**src/rtl/smm_pkg.sv**
```systemverilog
// rtl/smm_pkg.sv - shared types and constants for the Strassen tile sequencer
//
// Purpose: FSM state encoding, default element width and core latency,
// and lane index/offset helpers for the packed 2x2 tile bus.
// Ports: none (package).
package smm_pkg;

  localparam int SMM_DATAWIDTH = 32;
  localparam int SMM_LATENCY   = 2;

  // Packed 2x2 tile: lane n occupies bits [n*DW +: DW].
  localparam int SMM_LANES = 4;
  localparam int LANE_X00  = 0;
  localparam int LANE_X01  = 1;
  localparam int LANE_X10  = 2;
  localparam int LANE_X11  = 3;

  typedef enum logic [1:0] {
    ST_IDLE  = 2'd0,
    ST_ISSUE = 2'd1,
    ST_WAIT  = 2'd2,
    ST_DONE  = 2'd3
  } smm_state_e;

  function automatic int lane_lsb(input int lane, input int dw);
    return lane * dw;
  endfunction

endpackage

```
**src/rtl/smm_tile_ctrl_if.sv**
```systemverilog
// rtl/smm_tile_ctrl_if.sv - tile stream, core and result bundle for the sequencer
//
// Purpose: groups the input tile stream, the core drive/return signals and the
// accumulated-result stream.
// Modports:
//   slave  - the sequencer: consumes in_*, core_c, out_ready; drives the rest
//   master - the environment (tile fetch, core, result consumer)
interface smm_tile_ctrl_if
  import smm_pkg::*;
#(
  parameter int DATAWIDTH = SMM_DATAWIDTH
);
  localparam int BUSWIDTH = 4 * DATAWIDTH;

  logic                in_valid;
  logic                in_ready;
  logic [BUSWIDTH-1:0] in_a;
  logic [BUSWIDTH-1:0] in_b;
  logic                in_sel;
  logic                in_last;

  logic [BUSWIDTH-1:0] core_a;
  logic [BUSWIDTH-1:0] core_b;
  logic                core_load;
  logic                core_sel;
  logic [BUSWIDTH-1:0] core_c;

  logic                out_valid;
  logic                out_ready;
  logic [BUSWIDTH-1:0] out_c;
  logic [7:0]          out_count;
  logic                busy;

  modport slave (
    input  in_valid, in_a, in_b, in_sel, in_last, core_c, out_ready,
    output in_ready, core_a, core_b, core_load, core_sel,
           out_valid, out_c, out_count, busy
  );

  modport master (
    output in_valid, in_a, in_b, in_sel, in_last, core_c, out_ready,
    input  in_ready, core_a, core_b, core_load, core_sel,
           out_valid, out_c, out_count, busy
  );

endinterface

```
**src/rtl/smm_acc4.sv**
```systemverilog
// rtl/smm_acc4.sv - four independent lane accumulators with load/add select
//
// Purpose: holds the running 2x2 tile sum. When en_i is high each lane either
// loads c_i (load_i=1) or adds c_i modulo 2^DATAWIDTH; lanes never carry into
// each other.
// Ports:
//   clk, rst  - clock, synchronous active-high reset (clears all lanes)
//   en_i      - update this cycle
//   load_i    - 1: overwrite with c_i, 0: accumulate c_i
//   c_i       - packed tile to load/add
//   acc_o     - packed accumulated tile
module smm_acc4
  import smm_pkg::*;
#(
  parameter int DATAWIDTH = SMM_DATAWIDTH
) (
  input  logic                   clk,
  input  logic                   rst,
  input  logic                   en_i,
  input  logic                   load_i,
  input  logic [4*DATAWIDTH-1:0] c_i,
  output logic [4*DATAWIDTH-1:0] acc_o
);

  logic [4*DATAWIDTH-1:0] acc_q;
  logic [4*DATAWIDTH-1:0] acc_d;

  always_comb begin
    acc_d = acc_q;
    if (en_i) begin
      for (int l = 0; l < SMM_LANES; l++) begin
        // Each lane is sliced separately so the sum truncates per lane.
        if (load_i) begin
          acc_d[lane_lsb(l, DATAWIDTH) +: DATAWIDTH] = c_i[lane_lsb(l, DATAWIDTH) +: DATAWIDTH];
        end else begin
          acc_d[lane_lsb(l, DATAWIDTH) +: DATAWIDTH] =
            acc_q[lane_lsb(l, DATAWIDTH) +: DATAWIDTH] + c_i[lane_lsb(l, DATAWIDTH) +: DATAWIDTH];
        end
      end
    end
  end

  always_ff @(posedge clk) begin
    if (rst) begin
      acc_q <= '0;
    end else begin
      acc_q <= acc_d;
    end
  end

  assign acc_o = acc_q;

endmodule

```
**src/rtl/smm_tile_ctrl.sv**
```systemverilog
// rtl/smm_tile_ctrl.sv - sequencer feeding the 2x2 Strassen core and summing its tiles
//
// Purpose: accepts one (A, B) tile pair at a time, pulses core load, waits the
// core latency, then loads or adds core_c into the accumulator. After the
// job's last tile the sum is presented until the consumer takes it.
// Ports:
//   clk, rst - clock, synchronous active-high reset
//   tile_if  - smm_tile_ctrl_if.slave: in_* tile stream, core_* drive/return,
//              out_* result stream, busy
module smm_tile_ctrl
  import smm_pkg::*;
#(
  parameter int DATAWIDTH = SMM_DATAWIDTH,
  parameter int LATENCY   = SMM_LATENCY
) (
  input  logic         clk,
  input  logic         rst,
  smm_tile_ctrl_if.slave tile_if
);

  localparam int BUSWIDTH = 4 * DATAWIDTH;
  localparam int WAITW    = (LATENCY > 1) ? $clog2(LATENCY) : 1;
  localparam logic [WAITW-1:0] WAIT_INIT = WAITW'(LATENCY - 1);

  smm_state_e          state_q, state_d;
  logic [WAITW-1:0]    wait_q, wait_d;
  logic                first_q, first_d;
  logic                last_q, last_d;
  logic [BUSWIDTH-1:0] core_a_q, core_a_d;
  logic [BUSWIDTH-1:0] core_b_q, core_b_d;
  logic                sel_q, sel_d;
  logic [7:0]          count_q, count_d;
  logic                capture;
  logic [BUSWIDTH-1:0] acc;

  always_comb begin
    state_d  = state_q;
    wait_d   = wait_q;
    first_d  = first_q;
    last_d   = last_q;
    core_a_d = core_a_q;
    core_b_d = core_b_q;
    sel_d    = sel_q;
    count_d  = count_q;
    capture  = 1'b0;
    unique case (state_q)
      ST_IDLE: begin
        // Operands and sel are only ever updated here, which keeps them
        // steady for the core while the tile is in flight.
        if (tile_if.in_valid) begin
          core_a_d = tile_if.in_a;
          core_b_d = tile_if.in_b;
          sel_d    = tile_if.in_sel;
          last_d   = tile_if.in_last;
          state_d  = ST_ISSUE;
        end
      end
      ST_ISSUE: begin
        wait_d  = WAIT_INIT;
        state_d = ST_WAIT;
      end
      ST_WAIT: begin
        if (wait_q == '0) begin
          capture = 1'b1;
          first_d = 1'b0;
          if (first_q) begin
            count_d = 8'd1;
          end else if (count_q != 8'hFF) begin
            count_d = count_q + 8'd1;
          end
          state_d = last_q ? ST_DONE : ST_IDLE;
        end else begin
          wait_d = wait_q - WAITW'(1);
        end
      end
      ST_DONE: begin
        if (tile_if.out_ready) begin
          first_d = 1'b1;
          state_d = ST_IDLE;
        end
      end
      default: state_d = ST_IDLE;
    endcase
  end

  always_ff @(posedge clk) begin
    if (rst) begin
      state_q  <= ST_IDLE;
      wait_q   <= '0;
      first_q  <= 1'b1;
      last_q   <= 1'b0;
      core_a_q <= '0;
      core_b_q <= '0;
      sel_q    <= 1'b0;
      count_q  <= '0;
    end else begin
      state_q  <= state_d;
      wait_q   <= wait_d;
      first_q  <= first_d;
      last_q   <= last_d;
      core_a_q <= core_a_d;
      core_b_q <= core_b_d;
      sel_q    <= sel_d;
      count_q  <= count_d;
    end
  end

  smm_acc4 #(
    .DATAWIDTH(DATAWIDTH)
  ) u_acc (
    .clk    (clk),
    .rst    (rst),
    .en_i   (capture),
    .load_i (first_q),
    .c_i    (tile_if.core_c),
    .acc_o  (acc)
  );

  // in_ready is gated by rst so nothing is offered while reset is held.
  assign tile_if.in_ready  = (state_q == ST_IDLE) && !rst;
  assign tile_if.core_load = (state_q == ST_ISSUE);
  assign tile_if.core_a    = core_a_q;
  assign tile_if.core_b    = core_b_q;
  assign tile_if.core_sel  = sel_q;
  assign tile_if.out_valid = (state_q == ST_DONE);
  assign tile_if.out_c     = acc;
  assign tile_if.out_count = count_q;
  assign tile_if.busy      = (state_q != ST_IDLE);

endmodule

```
**src/flat_wrapper.sv**
```systemverilog
// flat-port wrapper written by rule: the top's interface ports become plain ports
module smm_tile_ctrl_flat import smm_pkg::*;
#(
  parameter int DATAWIDTH = SMM_DATAWIDTH,
  parameter int LATENCY   = SMM_LATENCY
)
  (clk, rst, tile_if_in_valid, tile_if_in_a, tile_if_in_b, tile_if_in_sel, tile_if_in_last, tile_if_core_c, tile_if_out_ready, tile_if_in_ready, tile_if_core_a, tile_if_core_b, tile_if_core_load, tile_if_core_sel, tile_if_out_valid, tile_if_out_c, tile_if_out_count, tile_if_busy);
  smm_tile_ctrl_if #(.DATAWIDTH(DATAWIDTH)) tile_if_i ();
  input  logic clk;
  input  logic rst;
  input wire logic [$bits(tile_if_i.in_valid)-1:0] tile_if_in_valid;
  input wire logic [$bits(tile_if_i.in_a)-1:0] tile_if_in_a;
  input wire logic [$bits(tile_if_i.in_b)-1:0] tile_if_in_b;
  input wire logic [$bits(tile_if_i.in_sel)-1:0] tile_if_in_sel;
  input wire logic [$bits(tile_if_i.in_last)-1:0] tile_if_in_last;
  input wire logic [$bits(tile_if_i.core_c)-1:0] tile_if_core_c;
  input wire logic [$bits(tile_if_i.out_ready)-1:0] tile_if_out_ready;
  output wire logic [$bits(tile_if_i.in_ready)-1:0] tile_if_in_ready;
  output wire logic [$bits(tile_if_i.core_a)-1:0] tile_if_core_a;
  output wire logic [$bits(tile_if_i.core_b)-1:0] tile_if_core_b;
  output wire logic [$bits(tile_if_i.core_load)-1:0] tile_if_core_load;
  output wire logic [$bits(tile_if_i.core_sel)-1:0] tile_if_core_sel;
  output wire logic [$bits(tile_if_i.out_valid)-1:0] tile_if_out_valid;
  output wire logic [$bits(tile_if_i.out_c)-1:0] tile_if_out_c;
  output wire logic [$bits(tile_if_i.out_count)-1:0] tile_if_out_count;
  output wire logic [$bits(tile_if_i.busy)-1:0] tile_if_busy;
  assign tile_if_i.in_valid = tile_if_in_valid;
  assign tile_if_i.in_a = tile_if_in_a;
  assign tile_if_i.in_b = tile_if_in_b;
  assign tile_if_i.in_sel = tile_if_in_sel;
  assign tile_if_i.in_last = tile_if_in_last;
  assign tile_if_i.core_c = tile_if_core_c;
  assign tile_if_i.out_ready = tile_if_out_ready;
  assign tile_if_in_ready = tile_if_i.in_ready;
  assign tile_if_core_a = tile_if_i.core_a;
  assign tile_if_core_b = tile_if_i.core_b;
  assign tile_if_core_load = tile_if_i.core_load;
  assign tile_if_core_sel = tile_if_i.core_sel;
  assign tile_if_out_valid = tile_if_i.out_valid;
  assign tile_if_out_c = tile_if_i.out_c;
  assign tile_if_out_count = tile_if_i.out_count;
  assign tile_if_busy = tile_if_i.busy;
  smm_tile_ctrl #(.DATAWIDTH(DATAWIDTH), .LATENCY(LATENCY)) u_core (.clk(clk), .rst(rst), .tile_if(tile_if_i));
endmodule
```
**config.mk**
```make
export PLATFORM = sky130hd
export DESIGN_NAME = smm_tile_ctrl_flat
export DESIGN_NICKNAME = d
export VERILOG_FILES = /design/src/rtl/smm_pkg.sv /design/src/rtl/smm_tile_ctrl_if.sv /design/src/rtl/smm_acc4.sv /design/src/rtl/smm_tile_ctrl.sv /design/src/flat_wrapper.sv
export SDC_FILE = /design/constraint.sdc
export NUM_CORES = 1
export LEC_CHECK = 0
export ABC_AREA = 1
export CORE_AREA = 2 2 310 312
export DETAILED_ROUTE_END_ITERATION = 7
export DIE_AREA = 0 0 312 314
export SLEW_MARGIN = 10
export SYNTH_ARGS = -nofsm -noshare
export SYNTH_HDL_FRONTEND = slang
export SYNTH_HIERARCHICAL = 1
export SYNTH_SLANG_ARGS = --single-unit
```
**constraint.sdc**
```tcl
create_clock -name clk -period 4.3 [get_ports clk]
set_clock_uncertainty 0.1 [all_clocks]
set_input_delay 0.43 -clock clk [delete_from_list [all_inputs] [get_ports clk]]
set_output_delay 0.43 -clock clk [all_outputs]
set_load 0.01 [all_outputs]
```
==> impl.org <==
** Run status
- The flow ran to the end, and the final reports show no timing, DRC or antenna violations.

** Pwr
- VDD sags by at most 0.380 mV.
- Leakage power :: 0.0164 µW
- PnR Total Power :: 14100 µW
- Power per cell area :: 396 mW/mm²

** STA
- Unrepaired setup endpoints after global routing :: false
- Period utilization :: 0.641
- Final TNS setup :: 0 ns
- Top achievable clock speed :: 0.363 GHz
- The final-report hold violation count came to 0.
- The count of pins over their slew limit is 0.
- Measured against its own limit, the worst slew margin works out to 0.273.
- Least-Margin Pin Slew :: 1.08 ns
- Setup violations remaining at the end of the flow were counted as 0.
- The worst path in the final design needs a cycle of 2.76 ns, including I/O delays and setup.
- Across all setup checks in the final design, the least slack found is 1.54 ns.

** Route
- Number of DRC violations after detailed routing :: 0
- Routed via count :: 27.9k
- The first TritonRoute pass finished after 6 iterations.
- Signal routing reaches up to met5.
- Routed met3 length :: 9.40 mm
- After detailed routing, the total wire length is 114 mm.
- Metal1 wirelength :: 50.1 mm
- Metal2 WL :: 50.8 mm
- After detailed routing, the average wire length per cell comes to 18.6 µm.
- The first routing iteration left 2288 violations.
- Detail Route Antenna Nets :: 0
- Dividing the detail-routed via count by the number of cells gives 4.57.

** Clock tree
- The clock passes through at most 3 buffers.
- Post-CTS timing repair inserted 0 buffers for setup.
- Quantity of gates resized following cts :: 0
- Total number of clock tree sinks :: 398
- CTS tree :: yes
- TritonCTS created 52 clock buffers.
- CTS Root Cell :: sky130_fd_sc_hd__clkbuf_16
- The H-tree generated during clock tree synthesis spans 2 levels.
- For this design, the CTS-stage hold fixing added 0 buffers.
- The later pin in the worst-skew pair is clocked with a latency of 0.65 ns.
- After clock tree synthesis, the clock-pin slew on the worst setup and hold paths is 0.06 ns.

** Critical path
- Counting cells, the worst reg-to-reg path comes to 7.
- By instance count, the cell type seen most on the critical path is sky130_fd_sc_hd__inv_1.
- The worst setup path is captured at a primary output.
- The kind of cell with the highest combined delay along the critical path is buffers and inverters.
- For this run, the slowest stage of the critical path takes 0.66 ns.
- Arrival time reported for the critical path endpoint :: 2.23 ns
- Critical path class :: flop to primary output
- Together, buffers and inverters on the worst path number 3.
- STA classifies the critical path startpoint as a flop.
- The critical path goes through inv_1, ha_1, inv_1, clkdlybuf4s50_1.
- At the worst endpoint, the required time is 3.77 ns.
- Worst-path fanout max :: 4
- Standard cell with the maximum stage delay on the critical path :: sky130_fd_sc_hd__clkdlybuf4s50_1
- In this run the number of cells on the critical path is 4.

** Die
- The floorplan step defined a die boundary enclosing 0.0980 mm².
- In this run the count of I/O pins placed on the die edge is 787.
- Row generation in the floorplan step produced 113 rows.
- Placeable core area :: 0.0944 mm²
- In this run the horizontal extent of the chip is 312 µm.
- Initial core utilization :: 0.263
- Die height :: 314 µm

** Synth
- Yosys mapped the design onto 38 distinct sky130hd cell types.
- Of the total synthesized cell area, the portion taken by full adders, half adders and majority gates is 0.0686.
- Of the total synthesized cell area, the portion taken by XOR and XNOR cells is 0.0197.
- Largest family of logic cells by synthesized area :: simple AND/OR/NAND/NOR gates
- Area fraction in compound gates after synthesis :: 0.120
- Counting flops and latches in the post-synthesis netlist gives 398.
- For this run, the number of Yosys warnings is 6.
- The mapped netlist covers 0.0249 mm².
- Mean post-synth cell area :: 6.11 µm²
- Of the synthesized area, sequential elements account for 0.320.
- Share of flip-flops with an asynchronous set or reset :: 0
- Counting every instance in the synthesized netlist gives 4070.
- The number of nets in the synthesized netlist is 4594.
- After synthesis, the share of cell area in mux cells is 0.
- Main flop type after synthesis :: sky130_fd_sc_hd__dfxtp_1
- Of the total synthesized cell area, the portion taken by AND, OR, NAND and NOR gates is 0.361.
- EDFF count, synth :: 0

** Layout
- Layout overhead on the synthesized area :: 43.6%
- At the end of the flow, the number of nets in the layout was 5316.
- Area occupied by registers :: 0.00797 mm²
- Of the cells placed in the final design, the portion with a size suffix greater than 1 is 0.0410.
- Fill cell total of the finished layout :: 10.2k
- In the final layout, the multi-input gates occupy 0.0142 mm².

** Global routing
- First-pass GRT wire length :: 165 mm
- GRT overflow :: 0
- Entering global routing, the biggest net connects 127 pins.
- The number of antenna violations at the first check in global routing is 24.
- The via count of the first global-routing pass was 25.5k.
- In the global route stage, overall resource usage came out at 0.221.

** Min path
- Hold Path Cell Cnt :: 2
- The path class of the tightest hold or removal check is primary input to flop.

** Placed design
- Port buffering added 786 buffers.
- DP Worst Slack :: 1.36 ns
- Routability Congestion :: 0.914
- The HPWL after detailed placement is 90.2 mm.

** Flow run
- # Max-Cap Violations :: 0
[per-stage QoR]
step	hold WS [ns]	instance area [µm²]	utilization	instances
detailed placement	0.370	33900	0.359	6003
floorplan	0.355	24900	-	4070
global route	0.270	35700	0.378	6103
global placement	0.360	33900	0.359	6003
finish	0.277	35700	0.378	6105
CTS	0.242	35700	0.378	6098
[worst paths after layout]
path                                             endpoint  slack [ns]                                     from
setup / recovery                             tile_if_busy        1.54           u_core/state_q[0]$_SDFFE_PP0P_
hold / removal        u_core/u_acc/acc_o[87]$_SDFFE_PP0P_        0.28                                      rst
setup reg to reg   u_core/tile_if.core_a[48]$_SDFFE_PP0P_        1.70           u_core/state_q[1]$_SDFFE_PP0P_
hold reg to reg   u_core/tile_if.core_b[121]$_SDFFE_PP0P_        0.38  u_core/tile_if.core_b[121]$_SDFFE_PP0P_
[where the power goes]
group / leakage [µW] / internal [µW] / switching (µW)
logic: 0.0122 / 2050 / 2760
registers: 0.00327 / 4220 / 346
clock network: 0.000885 / 2810 / 1950
[cells by family after synthesis]
kind of cell | after synthesis
xor gates and xnor gates | 56
buffers and inverters | 653
and+or+nand+nor | 2255
adders and majority gates | 134
AOI/OAI and AO/OA | 574
DFF | 398
[registers in the layout, summed over array words and instances, names as in the netlist]
name	count
u_core/tile_if.out_count	8
u_core/state_q	2
u_core/tile_if.core_a	128
u_core/wait_q	1
u_core/first_q	1
u_core/u_acc/acc_o	128
u_core/last_q	1
u_core/tile_if.core_sel	1
u_core/tile_if.core_b	128
[cell type report]
| cell class | count | area share |
|---|---|---|
| Inverter | 497 | 0.0529 |
| Antenna cell | 7 | 0.000491 |
| Clock inverter | 25 | 0.0105 |
| Sequential cell | 398 | 0.223 |
| Timing Repair Buffer | 824 | 0.231 |
| Clock buffer | 70 | 0.0406 |
| Multi-Input combinational cell | 3019 | 0.397 |
| Tap cell | 1265 | 0.0443 |
[synth_stat cells, types with 6 or more instances]
cell type,number,share of area
sky130_fd_sc_hd__clkbuf_2,12,0.0024
sky130_fd_sc_hd__buf_1,6,0.00091
sky130_fd_sc_hd__dfxtp_1,398,0.32
sky130_fd_sc_hd__ha_1,130,0.065
sky130_fd_sc_hd__nand2_2,25,0.0063
sky130_fd_sc_hd__o21ai_0,314,0.063
sky130_fd_sc_hd__nand2_1,1122,0.17
sky130_fd_sc_hd__nand3_2,12,0.0048
sky130_fd_sc_hd__xor2_1,39,0.014
sky130_fd_sc_hd__nor3_1,9,0.0018
sky130_fd_sc_hd__buf_2,38,0.0077
sky130_fd_sc_hd__xnor2_1,17,0.0060
sky130_fd_sc_hd__and2_1,7,0.0018
sky130_fd_sc_hd__o21bai_1,8,0.0024
sky130_fd_sc_hd__a21oi_2,9,0.0032
sky130_fd_sc_hd__nand3b_1,6,0.0018
sky130_fd_sc_hd__nand3_1,176,0.035
sky130_fd_sc_hd__a21oi_1,212,0.043
sky130_fd_sc_hd__nor2_1,871,0.13
sky130_fd_sc_hd__buf_6,26,0.012
sky130_fd_sc_hd__clkbuf_1,72,0.011
sky130_fd_sc_hd__inv_1,491,0.074
sky130_fd_sc_hd__o211ai_1,21,0.0063
sky130_fd_sc_hd__nor2_2,11,0.0028
[metal layers]
| layer | vias to the layer above | global-route usage |
|---|---|---|
| met5 | - | 0 |
| met3 | 159 | 0.0557 |
| met1 | 12705 | 0.295 |
| met2 | 933 | 0.352 |
| met4 | 18 | 0.0609 |
| li1 | 14109 | - |
[cell usage in the layout (no fill, tap or decap), types with 4 or more instances in the layout]
cell and instances:
sky130_fd_sc_hd__nand3b_1 6, sky130_fd_sc_hd__clkbuf_16 52, sky130_fd_sc_hd__o21bai_1 8, sky130_fd_sc_hd__ha_1 130, sky130_fd_sc_hd__nor2_1 871, sky130_fd_sc_hd__dfxtp_1 397
sky130_fd_sc_hd__clkbuf_1 10, sky130_fd_sc_hd__buf_12 7, sky130_fd_sc_hd__o21ai_1 5, sky130_fd_sc_hd__fa_1 4, sky130_fd_sc_hd__xnor2_1 17, sky130_fd_sc_hd__clkbuf_8 8
sky130_fd_sc_hd__nand3_2 12, sky130_fd_sc_hd__o21ai_0 314, sky130_fd_sc_hd__a21oi_2 9, sky130_fd_sc_hd__clkdlybuf4s50_1 785, sky130_fd_sc_hd__clkinv_2 8, sky130_fd_sc_hd__bufinv_16 7
sky130_fd_sc_hd__a21oi_1 212, sky130_fd_sc_hd__nor2_2 11, sky130_fd_sc_hd__inv_1 490, sky130_fd_sc_hd__and2_1 7, sky130_fd_sc_hd__nand2_1 1122, sky130_fd_sc_hd__inv_6 4
sky130_fd_sc_hd__clkinvlp_4 4, sky130_fd_sc_hd__xor2_1 39, sky130_fd_sc_hd__buf_4 32, sky130_fd_sc_hd__nand2_2 25, sky130_fd_sc_hd__diode_2 7, sky130_fd_sc_hd__nor2_4 4
sky130_fd_sc_hd__nand4_1 5, sky130_fd_sc_hd__nor3_1 9, sky130_fd_sc_hd__a21o_1 4, sky130_fd_sc_hd__o211ai_1 21, sky130_fd_sc_hd__nand3_1 176
No activity file was read; power rests on OpenSTA's default activity.
